===== src/rtl/siso_layer_scheduler_pkg.sv =====
// Shared definitions for the SISO layer scheduler, the row unit and the E-memory.
// Holds the default geometry and the scheduler FSM state encoding.
package siso_layer_scheduler_pkg;

   localparam int LAYERS_DEF    = 2;
   localparam int LAYERBITS_DEF = 1;
   localparam int ADDRWIDTH_DEF = 5;
   localparam int ADDRDEPTH_DEF = 20;
   localparam int ITERWIDTH_DEF = 5;
   localparam int CNTWIDTH_DEF  = 6;

   typedef logic [1:0] sched_state_t;

   localparam sched_state_t ST_IDLE  = 2'd0;
   localparam sched_state_t ST_ISSUE = 2'd1;
   localparam sched_state_t ST_WAIT  = 2'd2;
   localparam sched_state_t ST_DONE  = 2'd3;

endpackage


===== src/rtl/siso_outstanding_cnt.sv =====
// Up/down counter of reads in flight through the row unit pipeline.
// Reports whether the count will be zero after this cycle's update, and
// raises a sticky flag if a write returns while nothing is outstanding.
module siso_outstanding_cnt #(
   parameter int CNTWIDTH = 6
) (
   input  logic i_clk,
   input  logic i_rst,
   input  logic i_inc,
   input  logic i_dec,
   output logic o_next_zero,
   output logic o_err_underflow
);

   logic [CNTWIDTH-1:0] r_count;
   logic                r_underflow;
   logic [CNTWIDTH-1:0] w_next;
   logic                w_under;

   // Next count: simultaneous inc and dec cancel; a dec at zero saturates and flags
   always_comb begin
      w_next  = r_count;
      w_under = 1'b0;
      if (i_inc && !i_dec) begin
         w_next = r_count + CNTWIDTH'(1);
      end else if (!i_inc && i_dec) begin
         if (r_count == '0) begin
            w_under = 1'b1;
         end else begin
            w_next = r_count - CNTWIDTH'(1);
         end
      end
   end

   // Count register and sticky underflow flag, cleared only by reset
   always_ff @(posedge i_clk or negedge i_rst) begin
      if (!i_rst) begin
         r_count     <= '0;
         r_underflow <= 1'b0;
      end else begin
         r_count <= w_next;
         if (w_under) begin
            r_underflow <= 1'b1;
         end
      end
   end

   assign o_next_zero     = (w_next == '0);
   assign o_err_underflow = r_underflow;

endmodule


===== src/rtl/siso_layer_scheduler.sv =====
// Layered-decoding scheduler for the pipelined SISO row unit.
// Streams one burst of read addresses per layer and holds the next layer
// until every write of the previous layer has come back from the pipeline.
module siso_layer_scheduler
   import siso_layer_scheduler_pkg::*;
#(
   parameter int LAYERS    = LAYERS_DEF,
   parameter int LAYERBITS = LAYERBITS_DEF,
   parameter int ADDRWIDTH = ADDRWIDTH_DEF,
   parameter int ADDRDEPTH = ADDRDEPTH_DEF,
   parameter int ITERWIDTH = ITERWIDTH_DEF,
   parameter int CNTWIDTH  = CNTWIDTH_DEF
) (
   input  logic                 i_clk,
   input  logic                 i_rst,
   input  logic                 i_start,
   input  logic                 i_abort,
   input  logic [ITERWIDTH-1:0] i_max_iter,
   input  logic                 i_wren_in,
   output logic [LAYERBITS-1:0] o_rdlayer_regout,
   output logic [ADDRWIDTH-1:0] o_rdaddress_regout,
   output logic                 o_rden_LLR_regout,
   output logic                 o_rden_E_regout,
   output logic [ITERWIDTH-1:0] o_iter_count,
   output logic                 o_busy,
   output logic                 o_done,
   output logic                 o_err_underflow
);

   sched_state_t         r_state;
   logic [LAYERBITS-1:0] r_layer;
   logic [ADDRWIDTH-1:0] r_addr;
   logic [ITERWIDTH-1:0] r_iter;
   logic                 r_abort;
   logic                 r_rden;
   logic [LAYERBITS-1:0] r_rdlayer;
   logic [ADDRWIDTH-1:0] r_rdaddr;
   logic                 r_busy;
   logic                 r_done;

   logic                 w_drained;
   logic                 w_lastAddr;
   logic                 w_lastLayer;
   logic                 w_abortSeen;
   logic [ITERWIDTH-1:0] w_iterNext;
   logic [ITERWIDTH-1:0] w_target;

   // Every issued read is a pending write until the row unit's wren returns
   siso_outstanding_cnt #(
      .CNTWIDTH(CNTWIDTH)
   ) u_outstanding (
      .i_clk          (i_clk),
      .i_rst          (i_rst),
      .i_inc          (r_rden),
      .i_dec          (i_wren_in),
      .o_next_zero    (w_drained),
      .o_err_underflow(o_err_underflow)
   );

   assign w_lastAddr  = (r_addr == ADDRWIDTH'(ADDRDEPTH - 1));
   assign w_lastLayer = (r_layer == LAYERBITS'(LAYERS - 1));
   assign w_abortSeen = r_abort | i_abort;
   assign w_iterNext  = r_iter + ITERWIDTH'(1);
   assign w_target    = (i_max_iter == '0) ? ITERWIDTH'(1) : i_max_iter;

   // Scheduler FSM with registered read stream, iteration count and status outputs
   always_ff @(posedge i_clk or negedge i_rst) begin
      if (!i_rst) begin
         r_state   <= ST_IDLE;
         r_layer   <= '0;
         r_addr    <= '0;
         r_iter    <= '0;
         r_abort   <= 1'b0;
         r_rden    <= 1'b0;
         r_rdlayer <= '0;
         r_rdaddr  <= '0;
         r_busy    <= 1'b0;
         r_done    <= 1'b0;
      end else begin
         r_rden <= 1'b0;
         r_done <= 1'b0;
         if ((r_state == ST_ISSUE || r_state == ST_WAIT) && i_abort) begin
            r_abort <= 1'b1;
         end
         case (r_state)
            ST_IDLE: begin
               r_abort <= 1'b0;
               if (i_start) begin
                  r_state <= ST_ISSUE;
                  r_busy  <= 1'b1;
                  r_iter  <= '0;
                  r_layer <= '0;
                  r_addr  <= '0;
               end
            end
            ST_ISSUE: begin
               r_rden    <= 1'b1;
               r_rdlayer <= r_layer;
               r_rdaddr  <= r_addr;
               if (w_lastAddr) begin
                  r_addr  <= '0;
                  r_state <= ST_WAIT;
               end else begin
                  r_addr <= r_addr + ADDRWIDTH'(1);
               end
            end
            ST_WAIT: begin
               if (w_drained) begin
                  if (!w_lastLayer) begin
                     if (w_abortSeen) begin
                        r_state <= ST_DONE;
                        r_busy  <= 1'b0;
                        r_done  <= 1'b1;
                     end else begin
                        r_layer <= r_layer + LAYERBITS'(1);
                        r_state <= ST_ISSUE;
                     end
                  end else begin
                     r_iter  <= w_iterNext;
                     r_layer <= '0;
                     if (w_iterNext == w_target || w_abortSeen) begin
                        r_state <= ST_DONE;
                        r_busy  <= 1'b0;
                        r_done  <= 1'b1;
                     end else begin
                        r_state <= ST_ISSUE;
                     end
                  end
               end
            end
            ST_DONE: begin
               r_abort <= 1'b0;
               r_state <= ST_IDLE;
            end
            default: begin
               r_state <= ST_IDLE;
            end
         endcase
      end
   end

   assign o_rdlayer_regout   = r_rdlayer;
   assign o_rdaddress_regout = r_rdaddr;
   assign o_rden_LLR_regout  = r_rden;
   assign o_rden_E_regout    = r_rden;
   assign o_iter_count       = r_iter;
   assign o_busy             = r_busy;
   assign o_done             = r_done;

endmodule


===== config.mk =====
export PLATFORM = sky130hd
export DESIGN_NAME = siso_layer_scheduler
export DESIGN_NICKNAME = d
export VERILOG_FILES = /design/src/rtl/siso_layer_scheduler_pkg.sv /design/src/rtl/siso_outstanding_cnt.sv /design/src/rtl/siso_layer_scheduler.sv
export SDC_FILE = /design/constraint.sdc
export NUM_CORES = 1
export LEC_CHECK = 0
export BUFFER_PORTS_ARGS = -buffer_cell sky130_fd_sc_hd__buf_4
export CAP_MARGIN = 20
export CORE_MARGIN = 5
export CORE_UTILIZATION = 60
export DETAILED_ROUTE_END_ITERATION = 8
export GPL_TIMING_DRIVEN = 0
export PLACE_DENSITY = 0.83
export SYNTH_ARGS = -nofsm -noshare
export SYNTH_HDL_FRONTEND = slang
export SYNTH_HIERARCHICAL = 1
export SYNTH_SLANG_ARGS = --single-unit

===== constraint.sdc =====
create_clock -name i_clk -period 5.2 [get_ports i_clk]
set_input_delay 0.78 -clock i_clk [delete_from_list [all_inputs] [get_ports i_clk]]
set_output_delay 0.78 -clock i_clk [all_outputs]
set_load 0.005 [all_outputs]

Word-level counts from Yosys, hierarchy flattened

Cells that the tools add are included.
W data, S select, Z words.

Input port bits: 10
Output and inout bits: 16
Register bits after elaboration: 30

Reduce and logical (&&, ||, !) cells: 20
Mux-type cells: 39
Bitwise operators: 1
Equal/unequal tests: 11
$add $sub $neg: 5

Operators with widths:

| operator              | number |
|---|---|
| $mux W5               | 5 |
| $mux W1               | 20 |
| $pmux W5 S2           | 2 |
| $mux W6               | 3 |
| $logic_not A6 Y1      | 2 |
| $mux W2               | 6 |
| $add A5 B1 Y5 const B | 2 |
| $pmux W2 S4           | 1 |
| $add A6 B1 Y6 const B | 1 |
| $ne A2 B2 Y1 const B  | 3 |
| $reduce_and A3 Y1     | 2 |
| $reduce_bool A2 Y1    | 3 |
| $sub A6 B1 Y6 const B | 1 |
| $eq A5 B5 Y1          | 1 |
| $eq A5 B5 Y1 const B  | 1 |
| $logic_not A5 Y1      | 1 |
| $reduce_and A5 Y1     | 1 |
| $eq A2 B2 Y1 const B  | 2 |
| $pmux W1 S2           | 2 |
| $reduce_and A4 Y1     | 1 |
| $logic_and A1 B1 Y1   | 3 |
| $ne A3 B2 Y1 const B  | 1 |
| $ne A3 B3 Y1 const B  | 1 |
| $eq A2 B1 Y1 const B  | 1 |
| other kinds (8)       | 10 |

Logic depth before layout (Yosys ltp)

Depth in word-level cells: 8
Gate-level depth with buffers: 12

Modules after synthesis

The synthesis kept the hierarchy.

Modules (own cells, without submodules):

| module               | cells each | times used | area each (µm²) | sequential area each (µm²) |
|---|---|---|---|---|
| siso_layer_scheduler | 116        | 1          | 1196.1          | 575.6 |
| siso_outstanding_cnt | 68         | 1          | 631.9           | 175.2 |

Least setup slack after synthesis

OpenSTA, ideal clock, no wires.

Path type: input -> register
From: input i_wren_in
To: register r_iter[3], in the netlist o_iter_count[3]
Library setup time: 0.128 ns
Stages: 10
Buffers on the path: 1
Required time: 5.072 ns
Arrival: 2.515 ns
Path slack: 2.557 ns
Cells stage by stage: buf_6 > and4b_4 > nand4_4 > nand3_2 > o211ai_2 > nor4_2 > nand2_1 > a21o_1 > o21ai_0 > o31ai_1

Cells in the longest elaborated chain, start to end: 6
Elaborated cells on any way between the ends: 8
Those cells by class: eq/ne: 1; mux: 2; reduce/logical: 5

RTL lines:

| item                                                           | RTL line                                               | source |
|---|---|---|
| start: declaration                                             | siso_layer_scheduler.sv:19                             | `input logic i_wren_in,` |
| $logic_and A1 B1 Y1 / $logic_not A1 Y1 (equally long branches) | siso_outstanding_cnt.sv:26, siso_outstanding_cnt.sv:24 |  |
| $mux W6 / $logic_and A1 B1 Y1 (equally long branches)          | siso_outstanding_cnt.sv:26, siso_outstanding_cnt.sv:24 |  |
| $mux W6 (*)                                                    | siso_outstanding_cnt.sv:24                             | `if (i_inc && !i_dec) begin` |
| named net u_outstanding.w_next[5]                              | siso_outstanding_cnt.sv:17                             | `logic [CNTWIDTH-1:0] w_next;` |
| $logic_not A6 Y1 (*)                                           | siso_outstanding_cnt.sv:48                             | `assign o_next_zero = (w_next == '0);` |
| named net w_drained                                            | siso_layer_scheduler.sv:41                             | `logic w_drained;` |
| $ne A2 B1 Y1 (no source line) (*)                              | -                                                      |  |
| $reduce_and A4 Y1 (no source line) (*)                         | -                                                      |  |
| end signal: assignment                                         | siso_layer_scheduler.sv:119                            | `r_iter <= w_iterNext;` |
| end: declaration                                               | siso_layer_scheduler.sv:33                             | `logic [ITERWIDTH-1:0] r_iter;` |

The timed path passes the listed nets; every way through them passes the cells marked *.
A chain may end at the register's enable or synchronous reset.

Worst setup path after layout

From: register u_outstanding.r_count[0]
To: register r_iter[2], in the netlist o_iter_count[2]

Cells in the longest elaborated chain, start to end: 7
Elaborated cells on any way between the ends: 9
Those cells by class: add/sub: 2; eq/ne: 1; mux: 3; reduce/logical: 3

RTL lines:

| item                                                     | RTL line                                               | source |
|---|---|---|
| start: declaration                                       | siso_outstanding_cnt.sv:15                             | `logic [CNTWIDTH-1:0] r_count;` |
| start signal: assignment                                 | siso_outstanding_cnt.sv:41                             | `r_count <= w_next;` |
| $sub A6 B1 Y6 / $logic_not A6 Y1 (equally long branches) | siso_outstanding_cnt.sv:30, siso_outstanding_cnt.sv:27 |  |
| $mux W6                                                  | siso_outstanding_cnt.sv:27                             | `if (r_count == '0) begin` |
| $mux W6                                                  | siso_outstanding_cnt.sv:26                             | `end else if (!i_inc && i_dec) begin` |
| $mux W6 (*)                                              | siso_outstanding_cnt.sv:24                             |  |
| $logic_not A6 Y1 (*)                                     | siso_outstanding_cnt.sv:48                             |  |
| named net w_drained                                      | siso_layer_scheduler.sv:41                             |  |
| $ne A2 B1 Y1 (no source line) (*)                        | -                                                      |  |
| $reduce_and A4 Y1 (no source line) (*)                   | -                                                      |  |

Marks and branches as above.

==> results.md <==
- Detailed Place HPWL: 2.87 mm
- Post-synth top area cell: dfrtp_1
- PortBufs: 25
- Final Max Tran Viols: 0
- YS warnings: 6
- Most Crowded Layer GR: met2
- I/O pin count: 26
- Total wire length: 3.81 mm
- Die ar.: 0.00425 mm^2
- # DRC: 0
- CTS Hold Bufs: 0
- DRT Pass-1 Iters: 4
- Area growth syn-to-layout: 18.6%
- CP max stage cell: nor4_2
- Initial antenna violation count: 0
- FFs w/ async S/R, synth: 1.00
- Commonest cells in the netlist: dfrtp_1, nand2_1, o21ai_0
- Setup crit end kind: flop
- VDD IR max: 0.000328 V
- Post-synthesis sequential area ratio: 0.411
- H-tree depth: 2
- Final TNS setup: 0 ps
- Final hold viol count: 0
- DRT iter0 DRCs: 159
- Most numerous cell in the Yosys netlist: dfrtp_1
- Minimum clock period: 3120 ps
- Share of cells above drive strength 1: 0.253
- Root Driver: clkbuf_4
- Critical setup path kind: reg -> reg
- CTS Buf Count: 5
- Post-cts resize count: 0
- Number of global-route vias before repair: 1554
- Synth top area share: 0.411
- Reg clk slew, reported paths: 90 ps
- Post-CTS Setup Bufs: 0
- Slew @ Worst Pin: 585 ps
- Syn_nets: 202
- Crit path max fanout: 10
- Max_cap viols: 0
- Layout Utilization: 0.728
- F_max: 0.320 GHz
- EDFF count, synth: 0
- Clock skew: 10.4 ps
- # diodes: 0
- Chip Width: 65.2 um
- Cell family with most CP delay: simple AND/OR/NAND/NOR gates
- DR vias: 1519
- Grt met2 use: 0.341
- GRT Resource Usage Total: 0.206
- Die height: 65.2 um
- WP data required: 5450 ps
- Mapped cell area: 0.00183 mm^2
- Status: completed
- CP Launch Type: flop
- CP peak stage delay: 450 ps
- Worst path bufs/invs: 2
- Clock Sinks: 30
- Mean routed wirelength per cell: 15.2 um
- CP most frequent cell: o21ai_0
- RSZ-0062 raised after global routing: no
- Synth Area per Inst: 9.93 um^2
- Final Cycle Share: 0.600
- GR Util met3: 0.0667
- Distinct cells, synth: 52
- Rows: 20
- Setup Slack @ Placement: 2100 ps
- Hold slack: 348 ps
- TritonCTS clock tree: yes
- Static leakage: 1.00 nW
- Routed Antenna Nets: 0
- First-pass GRT wire length: 6.80 mm
- # setup viols final: 0
- Skew-Pair Late Insertion Delay: 330 ps
- Synth area leaders: dfrtp_1, ha_1, o21ai_0
- Vias per std cell: 6.08
- Starting density of the core: 0.614
- Final Worst Setup Slack: 2080 ps
- Max clock buf depth: 2
- Fin nets: 234
- Worst path cell trace: buf_2 > inv_1 > ha_1 > nor3b_2 > nand2_1 > a211oi_1 > o21bai_1 > nor4_2 > nand4_1 > nor2_1 > o21ai_0 > o21ai_0
- Slew margin rel.: 0.607
- Placer Congestion: 0.926
- Flops & latches, synth: 30
- Cell count after synthesis: 184
- Core Area: 0.00298 mm^2
- Total congestion overflow: 0
- Power density of the placed cells: 501 mW/mm^2
- Predominant post-synthesis flop cell: dfrtp_1
- Pin count of the biggest net entering global routing: 31
- Hold Crit Class: in -> async
- WP data arrival: 3370 ps
- Grt met1 use: 0.239
[routing by layer]
layer,share of wire,wire (um),up-vias
met1,0.41,1550,720
li1,-,-,735
met2,0.52,1970,57
met3,0.062,238,7
met4,0.014,53,0
met5,0,0,-
[cell families after synthesis]
logic type,synth area share
buf+inv,0.0493
fa+ha+maj,0.0548
compound gates,0.183
mux,0.0479
xor+xnor,0.0431
simple gates,0.211
flops,0.411
[flip-flops by register name, indices dropped and copies added, names as in the netlist]
register / count
u_outstanding/r_count: 6
o_iter_count: 5
o_rdaddress_regout: 5
r_addr: 5
r_state: 2
o_busy: 1
o_done: 1
o_rden_E_regout: 1
o_rdlayer_regout: 1
r_abort: 1
r_layer: 1
u_outstanding/o_err_underflow: 1
[per-stage QoR]
stage	std cells	cell area, um^2	power, mW
after floorplan	184	1830	0.700
after global placement	242	2060	0.814
after detailed placement	242	2060	0.844
after CTS	250	2170	1.09
after global routing	250	2170	1.17
final	250	2170	1.09
[worst paths after layout]
path,from,depth (start not counted),to,slack (ps)
max,u_outstanding/r_count[0],12,o_iter_count[2],2080
max reg2reg,u_outstanding/r_count[0],12,o_iter_count[2],2080
min reg2reg,u_outstanding/o_err_underflow,1,u_outstanding/o_err_underflow,480
min in group i_clk,u_outstanding/o_err_underflow,1,u_outstanding/o_err_underflow,480
min,i_rst,1,r_abort,350
max in group asynchronous,i_rst,1,u_outstanding/r_count[0],4580
[cells in the final DEF, fill, tap and decap left out, types with 2 or more instances in the layout]
cell type / instances
dfrtp_1: 30
buf_4: 26
nand2_1: 15
o21ai_0: 14
nor2_1: 10
inv_1: 9
nand3_1: 9
ha_1: 8
xnor2_1: 6
mux2_2: 6
nand2b_1: 5
clkbuf_4: 5
or3_1: 4
o31ai_1: 4
a21oi_1: 4
clkbuf_1: 3
xor2_1: 3
a21o_1: 3
nor2b_1: 3
buf_2: 3
a211oi_1: 3
nor4_1: 2
and3_1: 2
o31a_1: 2
mux2i_1: 2
a32o_1: 2
a31oi_1: 2
bufinv_16: 2
buf_6: 2
and3b_1: 2
a21boi_1: 2
[cell type report]
cell class	count	area [um^2]
Inverter	9	33.8
Multi-Input combinational cell	136	987
Clock inverter	2	60.1
Fill cell	201	810
Buffer	9	56.3
Sequential cell	30	751
Timing Repair Buffer	25	188
Tap cell	33	41.3
Clock buffer	6	51.3
[power breakdown]
part	internal, mW	switching [mW]
clock	0.163	0.0802
sequential	0.296	0.0650
combinational	0.220	0.261
Note: power is estimated with default switching activity, not from simulation.
